--- config.mk ---
export PLATFORM = sky130hd
export DESIGN_NAME = hub75_rx
export DESIGN_NICKNAME = d
export VERILOG_FILES = /design/src/rtl/hub75_pkg.sv /design/src/rtl/hub75_sync_edge.sv /design/src/rtl/hub75_rx.sv
export SDC_FILE = /design/constraint.sdc
export NUM_CORES = 1
export LEC_CHECK = 0
export CAP_MARGIN = 20
export CORE_ASPECT_RATIO = 0.8
export CORE_MARGIN = 5
export CORE_UTILIZATION = 53
export DETAILED_ROUTE_END_ITERATION = 8
export GPL_ROUTABILITY_DRIVEN = 0
export MAX_ROUTING_LAYER = met4
export PLACE_DENSITY = 0.68
export SLEW_MARGIN = 20
export SYNTH_ARGS = -nofsm -noshare
export SYNTH_HDL_FRONTEND = slang
export SYNTH_SLANG_ARGS = --single-unit
--- constraint.sdc ---
create_clock -name clk -period 3.44 [get_ports clk]
set_clock_uncertainty 0.05 [all_clocks]
set_input_delay 0.516 -clock clk [delete_from_list [all_inputs] [get_ports clk]]
set_output_delay 0.516 -clock clk [all_outputs]
set_load 0.005 [all_outputs]
--- src/rtl/hub75_pkg.sv ---
// Shared HUB75 definitions: RGB bit positions, half-select values, receiver FSM states.
package hub75_pkg;

  localparam int unsigned RGB_R = 2;
  localparam int unsigned RGB_G = 1;
  localparam int unsigned RGB_B = 0;

  localparam logic HUB_HALF_UP = 1'b0;
  localparam logic HUB_HALF_LO = 1'b1;

  typedef enum logic [1:0] {
    ST_IDLE    = 2'd0,
    ST_EMIT_UP = 2'd1,
    ST_EMIT_LO = 2'd2
  } hub_state_e;

endpackage

--- src/rtl/hub75_sync_edge.sv ---
// Multi-stage synchroniser followed by a registered rising-edge detector.
//   i_clk, i_rst_n : local clock, async active-low reset
//   i_d            : asynchronous input
//   o_rise         : one-cycle pulse, SYNC_STAGES+1 cycles after i_d rises
module hub75_sync_edge #(
  parameter int unsigned SYNC_STAGES = 2
) (
  input  logic i_clk,
  input  logic i_rst_n,
  input  logic i_d,
  output logic o_rise
);

  logic [SYNC_STAGES-1:0] r_sync;
  logic                   r_prev;
  logic                   r_rise;

  always_ff @(posedge i_clk or negedge i_rst_n) begin
    if (!i_rst_n) begin
      r_sync <= '0;
      r_prev <= 1'b0;
      r_rise <= 1'b0;
    end else begin
      r_sync <= {r_sync[SYNC_STAGES-2:0], i_d};
      r_prev <= r_sync[SYNC_STAGES-1];
      r_rise <= r_sync[SYNC_STAGES-1] & ~r_prev;
    end
  end

  assign o_rise = r_rise;

endmodule

--- src/rtl/hub75_rx.sv ---
// HUB75 panel-input stage: captures shifted row pairs and streams pixels out.
//   hub_*      : asynchronous panel pins (shift clock, latch, OE, row address, RGB pairs)
//   clr_err    : clears len_err / overrun
//   pix_*      : valid/ready pixel stream, row = {half, addr}, upper half first, col 0 first
//   row_done   : pulse in the cycle the last lower-half pixel is accepted
//   oe_active  : synchronised ~hub_oe
//   len_err    : sticky, latch seen with shift count != WIDTH
//   overrun    : sticky, latch seen while a readout was in progress
module hub75_rx
  import hub75_pkg::*;
#(
  parameter int unsigned WIDTH       = 32,
  parameter int unsigned ROW_BITS    = 3,
  parameter int unsigned SYNC_STAGES = 2
) (
  input  logic                     clk,
  input  logic                     rst_n,
  input  logic                     hub_clk,
  input  logic                     hub_lat,
  input  logic                     hub_oe,
  input  logic [ROW_BITS-1:0]      hub_addr,
  input  logic [2:0]               hub_rgb1,
  input  logic [2:0]               hub_rgb2,
  input  logic                     clr_err,
  output logic                     pix_valid,
  input  logic                     pix_ready,
  output logic [ROW_BITS:0]        pix_row,
  output logic [$clog2(WIDTH)-1:0] pix_col,
  output logic [2:0]               pix_rgb,
  output logic                     row_done,
  output logic                     oe_active,
  output logic                     len_err,
  output logic                     overrun
);

  localparam int unsigned COL_W = $clog2(WIDTH);
  localparam int unsigned CNT_W = $clog2(WIDTH + 2);
  localparam int unsigned DW    = 1 + ROW_BITS + 6;
  localparam logic [COL_W-1:0] LAST_COL = COL_W'(WIDTH - 1);

  // Data bus: SYNC_STAGES synchroniser plus one stage matching the edge register.
  logic [DW-1:0] r_dsync [SYNC_STAGES];
  logic [DW-1:0] r_dal;

  always_ff @(posedge clk or negedge rst_n) begin
    if (!rst_n) begin
      r_dsync <= '{default: '0};
      r_dal   <= '0;
    end else begin
      r_dsync[0] <= {hub_oe, hub_addr, hub_rgb1, hub_rgb2};
      for (int i = 1; i < int'(SYNC_STAGES); i++) r_dsync[i] <= r_dsync[i-1];
      r_dal <= r_dsync[SYNC_STAGES-1];
    end
  end

  logic                w_oe;
  logic [ROW_BITS-1:0] w_addr;
  logic [2:0]          w_rgb1, w_rgb2;
  assign w_oe   = r_dal[DW-1];
  assign w_addr = r_dal[6 +: ROW_BITS];
  assign w_rgb1 = r_dal[5:3];
  assign w_rgb2 = r_dal[2:0];

  logic w_clk_rise, w_lat_rise;

  hub75_sync_edge #(.SYNC_STAGES(SYNC_STAGES)) u_clk_edge (
    .i_clk(clk), .i_rst_n(rst_n), .i_d(hub_clk), .o_rise(w_clk_rise)
  );

  hub75_sync_edge #(.SYNC_STAGES(SYNC_STAGES)) u_lat_edge (
    .i_clk(clk), .i_rst_n(rst_n), .i_d(hub_lat), .o_rise(w_lat_rise)
  );

  hub_state_e              r_state, w_state_n;
  logic [WIDTH-1:0][2:0]   r_sr_up, r_sr_lo, w_sr_up_n, w_sr_lo_n;
  logic [WIDTH-1:0][2:0]   r_buf_up, r_buf_lo;
  logic [CNT_W-1:0]        r_cnt, w_cnt_n;
  logic [ROW_BITS-1:0]     r_addr;
  logic                    r_len_err, r_overrun, r_oe_active;
  logic                    w_latch_idle;

  // Shift path; a shift in the latch cycle is included in what the latch captures.
  always_comb begin
    w_sr_up_n = r_sr_up;
    w_sr_lo_n = r_sr_lo;
    w_cnt_n   = r_cnt;
    if (w_clk_rise) begin
      w_sr_up_n = {r_sr_up[WIDTH-2:0], w_rgb1};
      w_sr_lo_n = {r_sr_lo[WIDTH-2:0], w_rgb2};
      if (r_cnt != CNT_W'(WIDTH + 1)) w_cnt_n = r_cnt + CNT_W'(1);
    end
  end

  assign w_latch_idle = w_lat_rise && (r_state == ST_IDLE);

  // Capture, line buffers and sticky flags.
  always_ff @(posedge clk or negedge rst_n) begin
    if (!rst_n) begin
      r_sr_up     <= '0;
      r_sr_lo     <= '0;
      r_buf_up    <= '0;
      r_buf_lo    <= '0;
      r_cnt       <= '0;
      r_addr      <= '0;
      r_len_err   <= 1'b0;
      r_overrun   <= 1'b0;
      r_oe_active <= 1'b0;
    end else begin
      r_sr_up     <= w_sr_up_n;
      r_sr_lo     <= w_sr_lo_n;
      r_cnt       <= w_lat_rise ? '0 : w_cnt_n;
      r_oe_active <= ~w_oe;
      if (w_latch_idle) begin
        r_buf_up <= w_sr_up_n;
        r_buf_lo <= w_sr_lo_n;
        r_addr   <= w_addr;
      end
      if (w_latch_idle && (w_cnt_n != CNT_W'(WIDTH))) r_len_err <= 1'b1;
      else if (clr_err)                                r_len_err <= 1'b0;
      if (w_lat_rise && (r_state != ST_IDLE)) r_overrun <= 1'b1;
      else if (clr_err)                       r_overrun <= 1'b0;
    end
  end

  // Readout FSM with registered pixel outputs.
  logic             r_valid, w_valid_n;
  logic             r_half, w_half_n;
  logic [COL_W-1:0] r_col, w_col_n;
  logic [2:0]       r_rgb, w_rgb_n;
  logic             w_done_c;

  always_ff @(posedge clk or negedge rst_n) begin
    if (!rst_n) begin
      r_state <= ST_IDLE;
      r_valid <= 1'b0;
      r_half  <= HUB_HALF_UP;
      r_col   <= '0;
      r_rgb   <= '0;
    end else begin
      r_state <= w_state_n;
      r_valid <= w_valid_n;
      r_half  <= w_half_n;
      r_col   <= w_col_n;
      r_rgb   <= w_rgb_n;
    end
  end

  always_comb begin
    w_state_n = r_state;
    w_valid_n = r_valid;
    w_half_n  = r_half;
    w_col_n   = r_col;
    w_done_c  = 1'b0;
    case (r_state)
      ST_IDLE: begin
        if (w_lat_rise) w_state_n = ST_EMIT_UP;
      end
      ST_EMIT_UP: begin
        if (!r_valid) begin
          // First cycle: line buffer is loaded, present column 0.
          w_valid_n = 1'b1;
          w_half_n  = HUB_HALF_UP;
          w_col_n   = '0;
        end else if (pix_ready) begin
          if (r_col == LAST_COL) begin
            w_half_n  = HUB_HALF_LO;
            w_col_n   = '0;
            w_state_n = ST_EMIT_LO;
          end else begin
            w_col_n = r_col + COL_W'(1);
          end
        end
      end
      ST_EMIT_LO: begin
        if (pix_ready) begin
          if (r_col == LAST_COL) begin
            w_valid_n = 1'b0;
            w_done_c  = 1'b1;
            w_state_n = ST_IDLE;
          end else begin
            w_col_n = r_col + COL_W'(1);
          end
        end
      end
      default: begin
        w_state_n = ST_IDLE;
        w_valid_n = 1'b0;
      end
    endcase
    w_rgb_n = (w_half_n == HUB_HALF_LO) ? r_buf_lo[w_col_n] : r_buf_up[w_col_n];
  end

  assign pix_valid = r_valid;
  assign pix_row   = {r_half, r_addr};
  assign pix_col   = r_col;
  assign pix_rgb   = r_rgb;
  assign row_done  = w_done_c;
  assign oe_active = r_oe_active;
  assign len_err   = r_len_err;
  assign overrun   = r_overrun;

endmodule

==> results.toml, run 1 <==
[layout]
final_design_area_no_fill_mm2 = 0.0208
finish.utilization = 0.616
drive_gt1_frac = 0.399
antenna_cells = 0
final_common_cell = "dfrtp_1"
layout_common_cells = "dfrtp_1, mux2_2, nand2_1, clkbuf_16, nand3_1"
area_growth_pct = 14.2
fin_nets = 1337

[timing]
layout_setup_ws_ns = 0.160
slew_violations = 0
rsz0062_at_grt = "false"
worst_pin_slew_ns = 0.623
fmax_ghz = 0.305
post-route-min-period_ns = 3.28
relSlewSlack = 0.583
setup_violations = 0
setup_tns_ns = 0
hold_viol = 0
timing.hold.ws_ns = 0.294
period_share = 0.954

[die]
pin_count = 33
initial_core_util = 0.540
die_w_um = 217
rows = 60
fp.dieH_um = 176
dieArea_mm2 = 0.0382
core_mm2 = 0.0338

[global_route]
track_usage = 0.193
grt_pass1_vias = 10800
met3_usage = 0.0319
met1_usage = 0.282
grt_most_used_layer = "met2"
grt_max_degree = 96
antenna_found_initial = 0
gr-total-overflow = 0
grt_pass1_wl_um = 58900
grt_util_met2 = 0.285

[critical_path]
cp-start-kind = "flip-flop"
worst-endpoint-arrival_ns = 3.65
crit_path_max_incr_delay_ns = 0.51
worstPathRequired_ns = 3.81
end_kind = "flip-flop"
critPathMaxFanout = 16
slowest_stage = "a2111oi_0"
crit_type = "reg2reg"
crit_chain = "ha_1, and3_1, ha_1, buf_4, and2_1, o32a_2, nand2_4, inv_4, and3_1, a2111oi_0, nor4b_1, and4b_1, nor4_2"

[power_and_ir_drop]
p_leak_nw = 9.75
p_per_area_mw_per_mm2 = 713
ir_drop_v = 0.000407

[clock_network]
cts_max_level = 2
clock_sinks = 446
cts_tree = "yes"
path_clk_slew_ns = 0.07
cts.root.buffer_cell = "clkbuf_16"
cts_setup_buffers = 0
insertion_delay_ns = 0.54
cts_buffers = 43
cts_buffer_depth = 3

[synth]
synth_edf_count = 0
ys_warn_count = 0
yosysUniqueCellTypes = 69
async_flop_share = 1.00
avgSynthCellArea_um2 = 14.4
yosysSeqAreaShare = 0.612
ys_ff_latch = 446
synth_nets = 1292
syn_area_mm2 = 0.0182
syn_inst = 1267
ys.flop_type = "dfrtp_1"

[place]
portBuffers = 32
hpwl_um = 22700
place_area_mm2 = 0.0192
pre_cts_ws_ns = 0.142

[detailed_routing]
antenna_left = 0
avgRoutedWirePerCell_um = 19.6
num_vias = 10200
first_pass_iters = 5
viasPerCell = 5.71
routed_wl_um = 34900
drc = 0
dr.first_iter.drc_count = 626

[min_path]
hold_class = "reg2reg"

[outcome]
status = "complete, no violations"

[flow_run]
cap_viol_max_count = 0
## kinds of logic (layout without fill, tap and decap cells)
family | Yosys count | count (layout) | share of synthesized area
simple gates | 208 | 208 | 0.0548
buf+inv | 90 | 168 | 0.0231
flops | 446 | 446 | 0.612
fa+ha+maj | 9 | 9 | 0.00618
xor+xnor | 5 | 5 | 0.00240
mux | 427 | 427 | 0.267
compound gates | 82 | 82 | 0.0341
## sequential cells by signal (all words and copies together) (netlist names), 2 cells and up
signal and cells:
r_buf_lo 96, r_buf_up 96, r_sr_lo 96, r_sr_up 96, r_dsync 20, r_dal 10, r_cnt 6, pix_col 5
pix_rgb 3, r_addr 3, r_state 2, u_clk_edge.r_sync 2, u_lat_edge.r_sync 2
## Yosys cell counts, drive strengths merged (3+ instances only)
library cell,instances,share of area
a21oi,19,0.0058
a221oi,3,0.0021
a2bb2oi,5,0.0024
a31oi,5,0.0017
a32oi,8,0.0038
and2,4,0.0014
and3,4,0.0014
buf,20,0.0085
clkbuf,51,0.010
dfrtp,446,0.61
ha,9,0.0062
inv,19,0.0040
mux2,391,0.24
mux2i,27,0.015
mux4,9,0.011
nand2,104,0.022
nand3,41,0.012
nand4,12,0.0041
nor2,19,0.0047
nor2b,3,0.0010
nor3,6,0.0016
o2111ai,6,0.0029
o21ai,11,0.0034
o221ai,3,0.0018
o22ai,3,0.0010
o31ai,3,0.0012
xnor2,4,0.0019
## stage by stage
step,total power [mW],instances
final,14.8,1779
after global routing,15.6,1779
after CTS,15.0,1779
after detailed placement,9.82,1700
after global placement,9.72,1700
after floorplan,8.80,1267
## report_power, final
| part | switching [mW] | internal [mW] | leakage, nW |
|---|---|---|---|
| combinational | 1.27 | 1.49 | 3.11 |
| sequential | 0.623 | 6.32 | 5.86 |
| clock | 1.96 | 3.17 | 0.785 |
| total | 3.86 | 11.0 | 9.75 |
## critical path, delay by kind of cell (launching register included)
kind,cells,cell delay (ns)
adders and majority gates,2,0.42
buffers and inverters,2,0.26
and+or+nand+nor,7,1.13
AOI/OAI and AO/OA,2,0.91
DFF,1,0.38
## path summary, 6_finish.rpt
check	to	start	slack [ns]	cells after the start
setup / recovery	pix_rgb[1]	pix_col[0]	0.16	13
hold / removal	r_dsync[1]	r_dsync[11]	0.29	0
setup reg to reg	pix_rgb[1]	pix_col[0]	0.16	13
hold reg to reg	r_dsync[1]	r_dsync[11]	0.29	0
max in group asynchronous	r_buf_up[36]	rst_n	1.97	3
min in group asynchronous	r_dsync[16]	rst_n	0.50	2
## timing repair
| item | CTS | global route |
|---|---|---|
| endpoints found under the hold margin | 69 | 0 |
| hold buffers | 1 | 0 |
| endpoints found under the setup margin | 0 | 3 |
| gates resized for setup | 0 | 2 |
## cell type report
class,count,area [µm²]
Fill cell,2558,13000
Sequential cell,446,11200
Multi-Input combinational cell,731,6660
Clock buffer,59,1300
Timing Repair Buffer,71,808
Tap cell,434,543
Clock inverter,19,277
Inverter,19,75.1
## routing by layer
metal	up-vias	share of wire
li1	4654	-
met2	168	0.45
met1	5282	0.49
met4	0	0.021
met5	-	0
met3	58	0.039
No activity file was read; power rests on OpenSTA's default activity.
==> run 2, diff against run 1 <==
- CORE_MARGIN: 5 -> 2
- CORE_UTILIZATION: 53 -> 50
- PLACE_DENSITY: 0.68 -> 0.65
==> results.toml, run 2 (synthesis results as in run 1) <==
[layout]
fin_nets = 1340
area_growth_pct = 14.4
n_fill_cell = 2788
layout_common_cells = "dfrtp_1, mux2_2, nand2_1, clkbuf_16, nand3_1"
drive_gt1_frac = 0.397
fin_cells = 1827
final_common_cell = "dfrtp_1"
antenna_cells = 0

[timing]
fmax_ghz = 0.308
worst_pin_slew_ns = 0.776
setup_tns_ns = 0
setup_violations = 0
relSlewSlack = 0.482
hold_viol = 0
rsz0062_at_grt = "false"
timing.hold.ws_ns = 0.295
slew_violations = 0
period_share = 0.945
post-route-min-period_ns = 3.25

[die]
dieArea_mm2 = 0.0380
die_w_um = 218
pin_count = 33
core_mm2 = 0.0359
initial_core_util = 0.508
rows = 62
fp.dieH_um = 175

[clock_network]
cts_buffers = 44
path_clk_slew_ns = 0.07
cts_max_level = 2
clock_sinks = 446
cts_tree = "yes"
insertion_delay_ns = 0.55
cts_setup_buffers = 0
cts.root.buffer_cell = "clkbuf_16"
cts_buffer_depth = 3

[place]
dp_cells = 1747
hpwl_um = 22900
portBuffers = 32

[global_route]
track_usage = 0.202
antenna_found_initial = 0
grt_pass1_vias = 10400
gr-total-overflow = 0
grt_max_degree = 96
grt_pass1_wl_um = 58900

[min_path]
hold_class = "reg2reg"

[critical_path]
end_kind = "flip-flop"
crit_chain = "ha_1, and3_1, ha_2, inv_1, ha_1, or2b_1, a21oi_2, nor2_4, buf_12, buf_4, nand2_1, nand3_1, a32oi_2, o211ai_1, and4_1"
critPathMaxFanout = 21
cp-start-kind = "flip-flop"
worstPathRequired_ns = 3.83
slowest_stage = "dfrtp_1"
crit_type = "reg2reg"
crit_path_max_incr_delay_ns = 0.39
worst-endpoint-arrival_ns = 3.64
r2r_slack_ns = 0.19
path_common_cell = "ha_1"

[detailed_routing]
drc = 0
antenna_left = 0
first_pass_iters = 5
num_vias = 10200
dr.first_iter.drc_count = 768
viasPerCell = 5.56
avgRoutedWirePerCell_um = 19.6
routed_wl_um = 35800

[power_and_ir_drop]
p_per_area_mw_per_mm2 = 701
p_leak_nw = 9.71
ir_drop_v = 0.000461

[flow_run]
cap_viol_max_count = 0

[outcome]
status = "complete, no violations"
## run 2: final timing paths
path	from	endpoint	depth (start not counted)
max in group asynchronous	rst_n	r_sr_up[83]	3
hold / removal	r_dsync[9]	r_dal[9]	0
hold reg to reg	r_dsync[9]	r_dal[9]	0
setup / recovery	pix_col[0]	pix_rgb[0]	15
setup reg to reg	pix_col[0]	pix_rgb[0]	15
min in group asynchronous	rst_n	u_clk_edge.r_sync[1]	2
## run 2: critical path: cells and delay by family (launching register included)
kind	cells	cell delay, ns
simple gates	6	0.90
compound gates	3	0.68
fa+ha+maj	3	0.65
buf+inv	3	0.46
flops	1	0.39
## run 2: routing by layer
metal,GRT usage,share of wire,vias up
met2,0.284,0.44,170
met4,0.0479,0.013,0
li1,-,-,4645
met5,-,0,-
met1,0.306,0.50,5309
met3,0.0367,0.041,40
## run 2: cell type report
type / instances / area [µm²] / share of cell area
Tap cell: 480 / 601 / 0.0288
Inverter: 19 / 76.3 / 0.00366
Timing Repair Buffer: 73 / 878 / 0.0421
Multi-Input combinational cell: 731 / 6670 / 0.320
Clock inverter: 16 / 183 / 0.00876
Sequential cell: 446 / 11200 / 0.535
Clock buffer: 62 / 1280 / 0.0614
## run 2: repair_timing
item	CTS	global route
resized for setup	0	7
hold buffers	1	0
endpoints found under the setup margin	0	3
endpoints found under the hold margin	8	0
## run 2: metrics by stage
stage	cell area (µm²)	util	power, mW	setup WS [ns]
after floorplan	18200	-	8.80	0.387
after global placement	19300	0.538	9.74	0.159
after detailed placement	19300	0.538	9.82	0.142
after CTS	20800	0.579	14.7	0.0891
after global routing	20900	0.581	15.4	0.00169
final	20900	0.581	14.6	0.189
## run 2: power by group
part           total, mW  switching (mW)  internal, mW
Combinational       2.80            1.28          1.52
Sequential          6.96           0.641          6.32
Clock               4.86            1.97          2.89
Total               14.6            3.89          10.7
==> run 3, diff against run 2 <==
- CORE_UTILIZATION: 50 -> 40
- PLACE_DENSITY: 0.65 -> 0.54
==> results.toml, run 3 (synthesis results as in run 1) <==
[power_and_ir_drop]
p_sw_mw = 3.98
p_leak_nw = 9.73
sequentialPowerShare = 0.471
p_sw_frac = 0.267
p_int_mw = 10.9
p_comb_frac = 0.184
p_per_area_mw_per_mm2 = 707
ir_drop_v = 0.000416
pwr-share-clk = 0.344

[global_route]
antenna_found_initial = 0
gr-total-overflow = 0
grt_pass1_vias = 10600
track_usage = 0.165
grt_pass1_wl_um = 60100
grt_max_degree = 83

[outcome]
status = "complete, no violations"

[timing]
period_share = 0.954
layout_setup_ws_ns = 0.159
relSlewSlack = 0.550
setup_tns_ns = 0
fmax_ghz = 0.305
post-route-min-period_ns = 3.28
slew_violations = 0
hold_viol = 0
rsz0062_at_grt = "false"
setup_violations = 0
worst_pin_slew_ns = 0.676
timing.hold.ws_ns = 0.289

[die]
pin_count = 33
fp.dieH_um = 195
rows = 69
core_mm2 = 0.0447
dieArea_mm2 = 0.0473
die_w_um = 243
initial_core_util = 0.408

[critical_path]
cp.buffers_inverters = 4
critPathMaxFanout = 19
crit_chain = "ha_1, and3_1, ha_1, buf_4, and2_1, o32a_2, nand2_4, inv_4, buf_4, buf_4, nor2_2, a2bb2oi_1, o2111ai_1, nand3_1, and4_1"
end_kind = "flip-flop"
r2r_slack_ns = 0.16
rr_startpoint = "pix_col[0]"
reg2regPathDepth = 15
worst-endpoint-arrival_ns = 3.69
crit_family = "simple AND/OR/NAND/NOR gates"
reg2reg_to = "pix_rgb[2]"
slowest_stage = "o32a_2"
path_common_cell = "buf_4"
cp-start-kind = "flip-flop"
worstPathRequired_ns = 3.85
crit_type = "reg2reg"
crit_path_max_incr_delay_ns = 0.41

[min_path]
whs_path_depth = 0
hold_class = "reg2reg"
whs_endpoint = "r_dal[1]"
hp-start = "r_dsync[1]"

[clock_network]
cts_max_level = 2
cts_buffers = 46
clock_sinks = 446
cts_buffer_depth = 3
insertion_delay_ns = 0.58
cts_tree = "yes"
cts.root.buffer_cell = "clkbuf_16"
path_clk_slew_ns = 0.06

[place]
dp_cells = 1872
portBuffers = 32
pre_cts_ws_ns = 0.0948
hpwl_um = 23500

[detailed_routing]
wl_met3_um = 1520
antenna_left = 0
dr_wl_met2_um = 16200
viasPerCell = 5.16
highest_layer = "met4"
num_vias = 10100
drc = 0
dr.first_iter.drc_count = 580
avgRoutedWirePerCell_um = 18.8
wl_met1_um = 18400
routed_wl_um = 36800
first_pass_iters = 6

[flow_run]
cap_viol_max_count = 0

[layout]
n_fill_cell = 4000
layout_common_cells = "dfrtp_1, mux2_2, nand2_1, clkbuf_16, nand3_1"
area_growth_pct = 15.3
fin_cells = 1958
final_common_cell = "dfrtp_1"
drive_gt1_frac = 0.398
fin_nets = 1344
antenna_cells = 0
run 3: power groups by stage:
stage               registers [mW]  logic (mW)  clock network, mW
finish                        7.01        2.74               5.12
global route                  7.14        3.02               5.51
CTS                           7.03        2.78               5.29
detailed placement            7.12        2.77                  0
global placement              7.11        2.72                  0
floorplan                     6.77        2.02                  0
run 3: per-layer routing:
layer  vias up  global-route usage
met2       157               0.236
met1      5239               0.240
met4         0              0.0493
li1       4653                   -
met5         -                   -
met3        62              0.0286
run 3: worst max path at each step:
stage	from	slack [ns]	depth (start not counted)	end
floorplan	pix_col[1]	0.39	14	pix_rgb[1]
global placement	pix_col[0]	0.14	15	pix_rgb[2]
detailed placement	pix_col[0]	0.09	14	pix_rgb[2]
CTS	pix_col[0]	0.09	14	pix_rgb[2]
global route	pix_col[1]	0.005	15	pix_rgb[2]
finish	pix_col[0]	0.16	15	pix_rgb[2]
run 3: per-stage QoR:
| stage | power [mW] | cell area (µm²) | utilization |
|---|---|---|---|
| floorplan | 8.80 | 18200 | - |
| global placement | 9.83 | 19400 | 0.435 |
| detailed placement | 9.89 | 19400 | 0.435 |
| CTS | 15.1 | 21000 | 0.470 |
| global route | 15.7 | 21000 | 0.470 |
| finish | 14.9 | 21000 | 0.470 |
run 3: repair_timing:
item / 4_1_cts / 5_1_grt
hold buffers: 1 / 0
gates resized for setup: 0 / 1
buffers inserted: 0 / 1
hold endpoints to repair: 71 / 0
endpoints found under the setup margin: 0 / 3
run 3: final cells by class:
| cell class | instances | area, µm² | area share |
|---|---|---|---|
| flip-flops and latches | 446 | 11200 | 0.531 |
| multi-input cells | 731 | 6660 | 0.317 |
| clock buffers | 66 | 1340 | 0.0636 |
| repair buffers | 75 | 813 | 0.0387 |
| well taps | 603 | 754 | 0.0359 |
| clock inverters | 18 | 224 | 0.0107 |
| inverters | 19 | 73.8 | 0.00351 |
